<file path="config.mk">
export PLATFORM = sky130hd
export DESIGN_NAME = regfile_arbiter
export DESIGN_NICKNAME = d
export VERILOG_FILES = /design/src/rtl/regfile_arb_pkg.sv /design/src/rtl/rr_arbiter2.sv /design/src/rtl/regfile_arbiter.sv
export SDC_FILE = /design/constraint.sdc
export NUM_CORES = 1
export LEC_CHECK = 0
export ABC_AREA = 0
export ABC_CLOCK_PERIOD_IN_PS = 3700
export CAP_MARGIN = 20
export CORE_AREA = 5 5 109 111
export CTS_CLUSTER_SIZE = 30
export DETAILED_ROUTE_END_ITERATION = 8
export DIE_AREA = 0 0 114 116
export GPL_TIMING_DRIVEN = 0
export HOLD_SLACK_MARGIN = 0.05
export PLACE_DENSITY = 0.76
export SYNTH_ARGS = -nofsm -noshare
export SYNTH_HDL_FRONTEND = slang
export SYNTH_HIERARCHICAL = 1
export SYNTH_SLANG_ARGS = --single-unit
</file>
<file path="constraint.sdc">
create_clock -name clk -period 3.7 [get_ports clk]
set_input_delay 0.74 -clock clk [delete_from_list [all_inputs] [get_ports clk]]
set_output_delay 0.74 -clock clk [all_outputs]
set_load 0.005 [all_outputs]
</file>
<file path="src/rtl/regfile_arb_pkg.sv">
// Shared definitions for the two-requester register-file arbiter:
// FSM state encoding, default widths and the grant counter width.
package regfile_arb_pkg;

    localparam int ADDR_W_DEF = 10;
    localparam int DATA_W_DEF = 32;
    localparam int CNT_W      = 16;

    typedef enum logic [1:0] {
        ST_IDLE  = 2'd0,
        ST_ISSUE = 2'd1,
        ST_RESP  = 2'd2
    } state_e;

endpackage

</file>
<file path="src/rtl/rr_arbiter2.sv">
// Two-input round-robin selector: picks the single valid requester, or the one
// named by ptr when both are valid. Grant is one-hot, or zero when disabled.
module rr_arbiter2 (
    input  logic [1:0] valid,
    input  logic       ptr,
    input  logic       enable,
    output logic [1:0] grant
);

    always_comb begin
        grant = 2'b00;
        if (enable) begin
            if (valid == 2'b11) begin
                grant = ptr ? 2'b10 : 2'b01;
            end else begin
                grant = valid;
            end
        end
    end

endmodule

</file>
<file path="src/rtl/regfile_arbiter.sv">
// Round-robin arbiter giving two requesters access to a single-port register
// file: IDLE (grant) -> ISSUE (drive RF) -> RESP (return data), one cycle each.
module regfile_arbiter
    import regfile_arb_pkg::*;
#(
    parameter int ADDR_W = ADDR_W_DEF,
    parameter int DATA_W = DATA_W_DEF
) (
    input  logic                  clk,
    input  logic                  rst,
    input  logic [1:0]            req_valid,
    input  logic [1:0]            req_we,
    input  logic [2*ADDR_W-1:0]   req_addr,
    input  logic [2*DATA_W-1:0]   req_wdata,
    output logic [1:0]            req_ready,
    output logic [1:0]            rsp_valid,
    output logic [DATA_W-1:0]     rsp_rdata,
    output logic                  rf_we,
    output logic [ADDR_W-1:0]     rf_addr,
    output logic [DATA_W-1:0]     rf_wdata,
    input  logic [DATA_W-1:0]     rf_rdata,
    output logic                  busy,
    output logic [2*CNT_W-1:0]    grant_cnt
);

    function automatic logic [CNT_W-1:0] sat_inc(input logic [CNT_W-1:0] v);
        return (v == {CNT_W{1'b1}}) ? v : v + 1'b1;
    endfunction

    state_e                   state_q, state_d;
    logic                     rr_ptr_q, rr_ptr_d;
    logic                     gnt_idx_q, gnt_idx_d;
    logic                     we_q, we_d;
    logic [ADDR_W-1:0]        addr_q, addr_d;
    logic [DATA_W-1:0]        wdata_q, wdata_d;
    logic [1:0][CNT_W-1:0]    cnt_q, cnt_d;
    logic [1:0]               grant;
    logic                     arb_en;

    // Grants are only offered in IDLE and never while reset is asserted.
    assign arb_en = (state_q == ST_IDLE) && !rst;

    rr_arbiter2 u_rr_arbiter2 (
        .valid  (req_valid),
        .ptr    (rr_ptr_q),
        .enable (arb_en),
        .grant  (grant)
    );

    assign req_ready = grant;

    always_comb begin
        state_d   = state_q;
        rr_ptr_d  = rr_ptr_q;
        gnt_idx_d = gnt_idx_q;
        we_d      = we_q;
        addr_d    = addr_q;
        wdata_d   = wdata_q;
        cnt_d     = cnt_q;
        case (state_q)
            ST_IDLE: begin
                if (|grant) begin
                    state_d   = ST_ISSUE;
                    gnt_idx_d = grant[1];
                    rr_ptr_d  = ~grant[1];
                    we_d      = grant[1] ? req_we[1] : req_we[0];
                    addr_d    = grant[1] ? req_addr[2*ADDR_W-1:ADDR_W]
                                         : req_addr[ADDR_W-1:0];
                    wdata_d   = grant[1] ? req_wdata[2*DATA_W-1:DATA_W]
                                         : req_wdata[DATA_W-1:0];
                    if (grant[0]) cnt_d[0] = sat_inc(cnt_q[0]);
                    if (grant[1]) cnt_d[1] = sat_inc(cnt_q[1]);
                end
            end
            ST_ISSUE: state_d = ST_RESP;
            ST_RESP:  state_d = ST_IDLE;
            default:  state_d = ST_IDLE;
        endcase
    end

    // The latched address/data double as the RF-facing registers, so they hold
    // their value everywhere except at the acceptance edge.
    always_ff @(posedge clk) begin
        if (rst) begin
            state_q  <= ST_IDLE;
            rr_ptr_q <= 1'b0;
            cnt_q    <= '0;
            addr_q   <= '0;
            wdata_q  <= '0;
        end else begin
            state_q  <= state_d;
            rr_ptr_q <= rr_ptr_d;
            cnt_q    <= cnt_d;
            addr_q   <= addr_d;
            wdata_q  <= wdata_d;
        end
    end

    always_ff @(posedge clk) begin
        gnt_idx_q <= gnt_idx_d;
        we_q      <= we_d;
    end

    // Reset gates the strobes combinationally so an in-flight transaction dies quietly.
    assign rf_we     = (state_q == ST_ISSUE) && we_q && !rst;
    assign rf_addr   = addr_q;
    assign rf_wdata  = wdata_q;
    assign rsp_valid = ((state_q == ST_RESP) && !rst) ? (gnt_idx_q ? 2'b10 : 2'b01) : 2'b00;
    assign rsp_rdata = ((state_q == ST_RESP) && !rst && !we_q) ? rf_rdata : '0;
    assign busy      = (state_q != ST_IDLE);
    assign grant_cnt = cnt_q;

endmodule

</file>
==> results by group, run 1 <==
Outcome
  – Status: completed

Global route
  – Largest net degree at the start of global routing: 16
  – GR peak layer: met2
  – Met3 GRT Util: 0.0637
  – Vias in the first global route: 4,382
  – Gr usage total: 0.206
  – First-pass GRT wire length: approximately 22 mm
  – Met2 Usage GRT: 0.370
  – Grt ovf: 0
  – Initial antenna violation count: 0
  – Met1 Use GR: 0.239

Final layout
  – Finished Layout Cells: approximately 830
  – Final instance area: 6710 um^2
  – Most frequent cells in the layout: 231 x clkdlybuf4s50_1, 77 x dfxtp_1, 57 x nor2_1
  – Leading cell type in the layout, fill and taps excluded: clkdlybuf4s50_1
  – Net count, final: 813
  – Ant. Diodes: 0
  – Layout cells sized above 1: 0.0720
  – Fin util: 0.627
  – Layout area overhead: 68.9%

Critical path
  – Worst path required time: 2960 ps
  – Critical path, cell by cell: dlymetal6s2s_1, clkbuf_8, buf_2, buf_2, nor2_1, nand2_1, a21oi_2, clkdlybuf4s50_1
  – Worst setup SP type: input port
  – Top delay family on crit path: buffers and inverters
  – Number of buffers and inverters on the critical path: 5
  – Critical path peak fanout: 10
  – CP max-delay cell: clkdlybuf4s50_1
  – Crit-path most repeated cell: buf_2
  – Worst endpoint data arrival time: ~2600 ps
  – Crit-path max cell delay: about 540 ps
  – CP Class: input port to output pin
  – CP Capture Type: output pin

Floorplan
  – Starting Density: 0.371
  – Die width: ~110 um
  – Core Area: about 11,000 um^2
  – IO Count: ~230
  – # rows: 38
  – Die area: 13,200 um^2
  – Die span in y: about 120 um

Timing
  – Final setup fails: 0
  – Final Skew: roughly 14 ps
  – Min Tclk post-route: around 3300 ps
  – Achievable Freq: just over 300 MHz
  – Unrepaired setup endpoints after global routing: no
  – Final setup margin: roughly 400 ps
  – Crit share post-route: 0.892
  – Worst slew pin tran: approximately 730 ps
  – Final Hold Viols: 0
  – Slew HR: 0.516
  – Slew Viols, Final: 0
  – Hold WS: between 400 and 500 ps

Clock network
  – Hold-fix buffers, CTS: 0
  – Later-pin clock latency in the skew report: between 300 and 400 ps
  – Worst-path clk slew: around 80 ps
  – # clock sinks: just under 80
  – CTS Buffer Depth: 2
  – Cts bufs inserted: 9
  – H-tree depth: 3
  – Root buf cell: clkbuf_8
  – CTS tree: yes

Placement
  – Cells after DPL: 816
  – GP Congestion: between 0.8 and 0.9
  – I/O Buffers: approximately 230
  – Placed standard-cell area: 6480 um^2
  – Post-DP HPWL: 11.6 mm
  – DP Worst Slack: -911 ps

Synth
  – Avg Cell Area, Syn: 8.97 um^2
  – Synth warn: 6
  – Ys flop type: dfxtp_1
  – Syn Nets: 567
  – Cell Area, Synth: between 3000 and 4000 um^2
  – Synth cell types: 43
  – Mapped Cells: 443
  – Async set-or-reset flop fraction in the synthesized netlist: 0
  – Yosys reg bits: a little under 80
  – Post-synth EDFFs: 2
  – Post-synthesis sequential area ratio: 0.403

Worst hold path
  – HP Class: register to register

Flow run
  – Max-Cap Viols: 0

Detailed routing
  – Final WL: 14.3 mm
  – First-pass DRT Iterations: 4
  – Routed len/inst: between 15 and 20 um
  – DR DRC count: 0
  – 1st-iter DRT viols: 115
  – Final ANT Viol Nets: 0
  – Avg Vias per Cell: ~5.1
  – Via count: 4,288

Power and ir drop
  – VDD IR-drop max: approximately 180 uV
  – Cell Pwr Density: a little over 300 nW/um^2
  – Leakage: roughly 0.0023 uW
final cells by class:
cell class	instances	area, um^2
Buffer	32	163
Clock buffer	9	124
Clock inverter	7	55.1
Fill cell	960	3990
Inverter	8	30.0
Multi-Input combinational cell	324	2220
Sequential cell	79	1600
Tap cell	140	175
Timing Repair Buffer	235	2350
report_power, final:
| group | switching, uW | internal [uW] | total [uW] |
|---|---|---|---|
| clock network | 342 | 249 | 591 |
| registers | 35.5 | 915 | 951 |
| logic | 203 | 299 | 502 |
| total | 580 | 1460 | 2040 |
final timing paths:
| kind | from | endpoint | slack [ps] | cells past startpoint |
|---|---|---|---|---|
| setup / recovery | rst | req_ready[0] | 400 | 8 |
| hold / removal | grant_cnt[31] | grant_cnt[31] | 500 | 2 |
| setup reg to reg | state_q[1] | grant_cnt[27] | 1130 | 12 |
| hold reg to reg | grant_cnt[31] | grant_cnt[31] | 500 | 2 |
routing by layer:
| layer | up-vias | share of wire | wire length [um] |
|---|---|---|---|
| met5 | - | 0 | 0 |
| met3 | 14 | 0.079 | 1130 |
| li1 | 2123 | - | - |
| met4 | 0 | 0.0091 | 130 |
| met1 | 2010 | 0.40 | 5660 |
| met2 | 141 | 0.52 | 7400 |
flip-flops by register name (all words and copies together) (netlist names):
signal,count
grant_cnt,32
rf_wdata,32
rf_addr,10
state_q,2
gnt_idx_q,1
rr_ptr_q,1
we_q,1
through the flow:
stage               TNS (ps)  power, uW
floorplan                  0       1150
CTS                        0       2060
finish                     0       2040
global route               0       2140
detailed placement    -51500       1470
global placement      -44740       1460
kinds of logic (layout without fill, tap and decap cells):
logic type,Yosys count,after routing,share of synthesized area
simple gates,173,173,0.248
compound gates,98,98,0.169
flops,79,79,0.403
mux,51,51,0.131
buf+inv,40,291,0.0425
fa+ha+maj,2,2,0.00630
cells in the mapped netlist, types with 2 or more instances:
cell type	n	area, um^2
nor4b_2	2	30.0
and2_1	33	206
or4_1	12	90.1
dfxtp_1	77	1540
nor3b_4	2	37.5
clkbuf_1	14	52.6
mux2_2	2	22.5
nand4_2	2	25.0
o311ai_0	4	35.0
edfxtp_1	2	60.1
buf_2	6	30.0
and3_1	3	18.8
a211oi_1	43	323
buf_1	10	37.5
nand2_1	15	56.3
mux2i_1	43	430
nor2b_1	7	43.8
nand4_1	7	43.8
nor3_1	4	20.0
and4_1	5	43.8
ha_1	2	25.0
o41ai_1	7	61.3
or3_1	4	25.0
o31ai_1	10	75.1
nor2_1	57	214
nand3_1	11	55.1
o21ai_0	7	35.0
mux2_1	6	67.6
a21oi_1	25	125
inv_1	8	30.0
tightest hold or removal path, stage by stage, from the launching register on:
cell,delay (ps)
dfxtp_1,340
o41ai_1,60
a21oi_1,50
timing repair:
item | in CTS | in global routing
endpoints found under the setup margin | 72 | 83
buffers inserted | 2 | 0
resized for setup | 8 | 11
gates cloned | 0 | 0
(Power assumes the default switching activity.)
==> inputs of run 2 (changes only) <==
Settings changed: CORE_AREA 5 5 109 111 to 5 5 139 88, DIE_AREA 0 0 114 116 to 0 0 144 93.
==> run 2 against run 1 <==
- final cell count increased by 0.48%
- clock power increased by 52%
- worst hold slack improved by 1.0 ps
- maximum frequency increased by 0.58%
- critical path type unchanged
- routed wire length increased by 3.0%
- sequential share of layout area decreased by 0.44 points
- clock-buffer cell count increased by 2
- sequential cell count unchanged
- worst setup slack improved by 19 ps
- core utilization decreased by 0.15 points
- critical path depth unchanged
==> results by group, run 2 (same netlist as run 1, synthesis figures left out) <==
Placement
  – GP Congestion: a little over 0.9
  – DP Worst Slack: -1020 ps
  – Placed standard-cell area: around 6500 um^2
  – Post-DP HPWL: 12.0 mm
  – I/O Buffers: about 230

Power and ir drop
  – VDD IR-drop max: about 250 uV
  – Net Sw Power: about 570 uW
  – Flop pwr share: 0.406
  – Sw Ratio: 0.244
  – Comb pwr share: 0.211
  – Power Total: between 2000 and 2500 uW
  – Cell Pwr Density: 343 nW/um^2
  – Leakage: about 0.0024 uW
  – Clock share of power: 0.383
  – Internal Power: between 1500 and 2000 uW

Final layout
  – Leading cell type in the layout, fill and taps excluded: clkdlybuf4s50_1
  – FF/Latch Area: around 1600 um^2
  – Area taken by multi-input logic gates: around 2200 um^2
  – Layout cells sized above 1: 0.0677
  – Layout area overhead: 72.1%
  – Ant. Diodes: 0
  – Net count, final: approximately 800
  – Most frequent cells in the layout: 232 x clkdlybuf4s50_1, 77 x dfxtp_1, 56 x nor2_1
  – Final-layout fill cell count: about 950
  – Final instance area: just under 7000 um^2

Clock network
  – H-tree depth: 3
  – Worst-path clk slew: approximately 60 ps
  – Root buf cell: clkbuf_16
  – Later-pin clock latency in the skew report: ~330 ps
  – Cts bufs inserted: 9
  – CTS tree: yes
  – # clock sinks: approximately 80
  – CTS Buffer Depth: 2

Floorplan
  – # rows: 30
  – Die span in y: 93 um
  – Core Area: ~11,000 um^2
  – Die width: 144 um
  – IO Count: between 200 and 250
  – Starting Density: 0.364
  – Die area: roughly 13,000 um^2

Global route
  – Largest net degree at the start of global routing: 14
  – Vias in the first global route: a little over 4,000
  – Grt ovf: 0
  – Gr usage total: 0.208
  – First-pass GRT wire length: 22.0 mm
  – Initial antenna violation count: 0

Worst hold path
  – HP Class: register to register

Timing
  – Achievable Freq: a little over 300 MHz
  – Slew Viols, Final: 0
  – Final setup margin: ~420 ps
  – Final setup fails: 0
  – Min Tclk post-route: between 3000 and 4000 ps
  – Final Hold Viols: 0
  – Crit share post-route: 0.887
  – Worst slew pin tran: roughly 760 ps
  – Slew HR: 0.495
  – Unrepaired setup endpoints after global routing: no
  – Final Skew: roughly 5.9 ps

Outcome
  – Status: completed

Detailed routing
  – First-pass DRT Iterations: 5
  – Avg Vias per Cell: roughly 5.2
  – Final ANT Viol Nets: 0
  – Final WL: around 15 mm
  – Routed len/inst: approximately 18 um
  – DR DRC count: 0
  – Via count: between 4,000 and 5,000
  – 1st-iter DRT viols: between 200 and 250

Critical path
  – Worst endpoint data arrival time: approximately 2500 ps
  – CP Capture Type: output pin
  – CP Class: input port to output pin
  – Crit-path max cell delay: between 500 and 600 ps
  – CP max-delay cell: clkdlybuf4s50_1
  – Worst setup SP type: input port
  – Critical path peak fanout: 10
  – Crit-path most repeated cell: buf_2
  – Worst path required time: about 3000 ps
  – Critical path, cell by cell: dlymetal6s2s_1, buf_4, buf_2, buf_2, nor2_1, nand2_1, a21oi_2, clkdlybuf4s50_1

Flow run
  – Max-Cap Viols: 0
run 2: cell count changes in the layout (fill, tap and decap cells not counted), sizes merged:
| cell | change |
|---|---|
| buf | +2 |
| bufinv | +1 |
| clkdlybuf4s50 | +1 |
| clkinv | -1 |
| dlygate4sd2 | -1 |
| inv | -2 |
run 2: per-stage QoR:
stage / std cells / util / hold WS [ps] / TNS, ps
after floorplan: 443 / - / 475 / 0
after global placement: 820 / 0.594 / 485 / -45450
after detailed placement: 820 / 0.594 / 493 / -54660
after CTS: 836 / 0.624 / 501 / 0
after global routing: 838 / 0.626 / 516 / 0
final: 838 / 0.626 / 497 / 0
run 2: power by group through the flow:
stage	sequential [uW]	clock, uW	combinational (uW)
final	952	900	495
after detailed placement	971	0	493
after floorplan	972	0	177
after global routing	961	964	537
after CTS	953	921	498
after global placement	966	0	484
run 2: per-layer routing:
metal | share of wire | wire length, um | track usage | vias to the layer above
met5 | 0 | 0 | 0 | -
met4 | 0.023 | 337 | 0.0650 | 0
met3 | 0.11 | 1550 | 0.0731 | 20
met2 | 0.48 | 7100 | 0.353 | 180
met1 | 0.39 | 5750 | 0.246 | 2056
li1 | - | - | - | 2118
run 2: what timing repair did:
item | CTS | global route
setup buffers | 0 | 2
hold buffers | 0 | 0
endpoints found under the setup margin | 73 | 77
resized for setup | 8 | 5
cloned | 0 | 0
run 2: path summary, 6_finish.rpt:
kind	end	startpoint	slack, ps	cells after the start
max	req_ready[1]	rst	420	8
min	rf_wdata[24]	rf_wdata[24]	500	2
max reg2reg	grant_cnt[30]	state_q[1]	1070	11
min reg2reg	rf_wdata[24]	rf_wdata[24]	500	2
run 2: cell type report:
class / count / area share
repair buffers: 235 / 0.344
multi-input cells: 324 / 0.324
flip-flops and latches: 79 / 0.234
clock buffers: 11 / 0.0371
well taps: 144 / 0.0263
plain buffers: 32 / 0.0218
clock inverters: 5 / 0.00805
inverters: 8 / 0.00439
run 2: worst max-delay path: cells and delay by family:
kind,cells,cell delay (ps)
AOI/OAI and AO/OA,1,190
buffers and inverters,5,1370
and+or+nand+nor,2,240
==> inputs of run 3 (changes only) <==
Settings changed: SLEW_MARGIN set to 40.
==> results of run 3 <==
Final layout, timing and power as in run 2 (identical DEF).
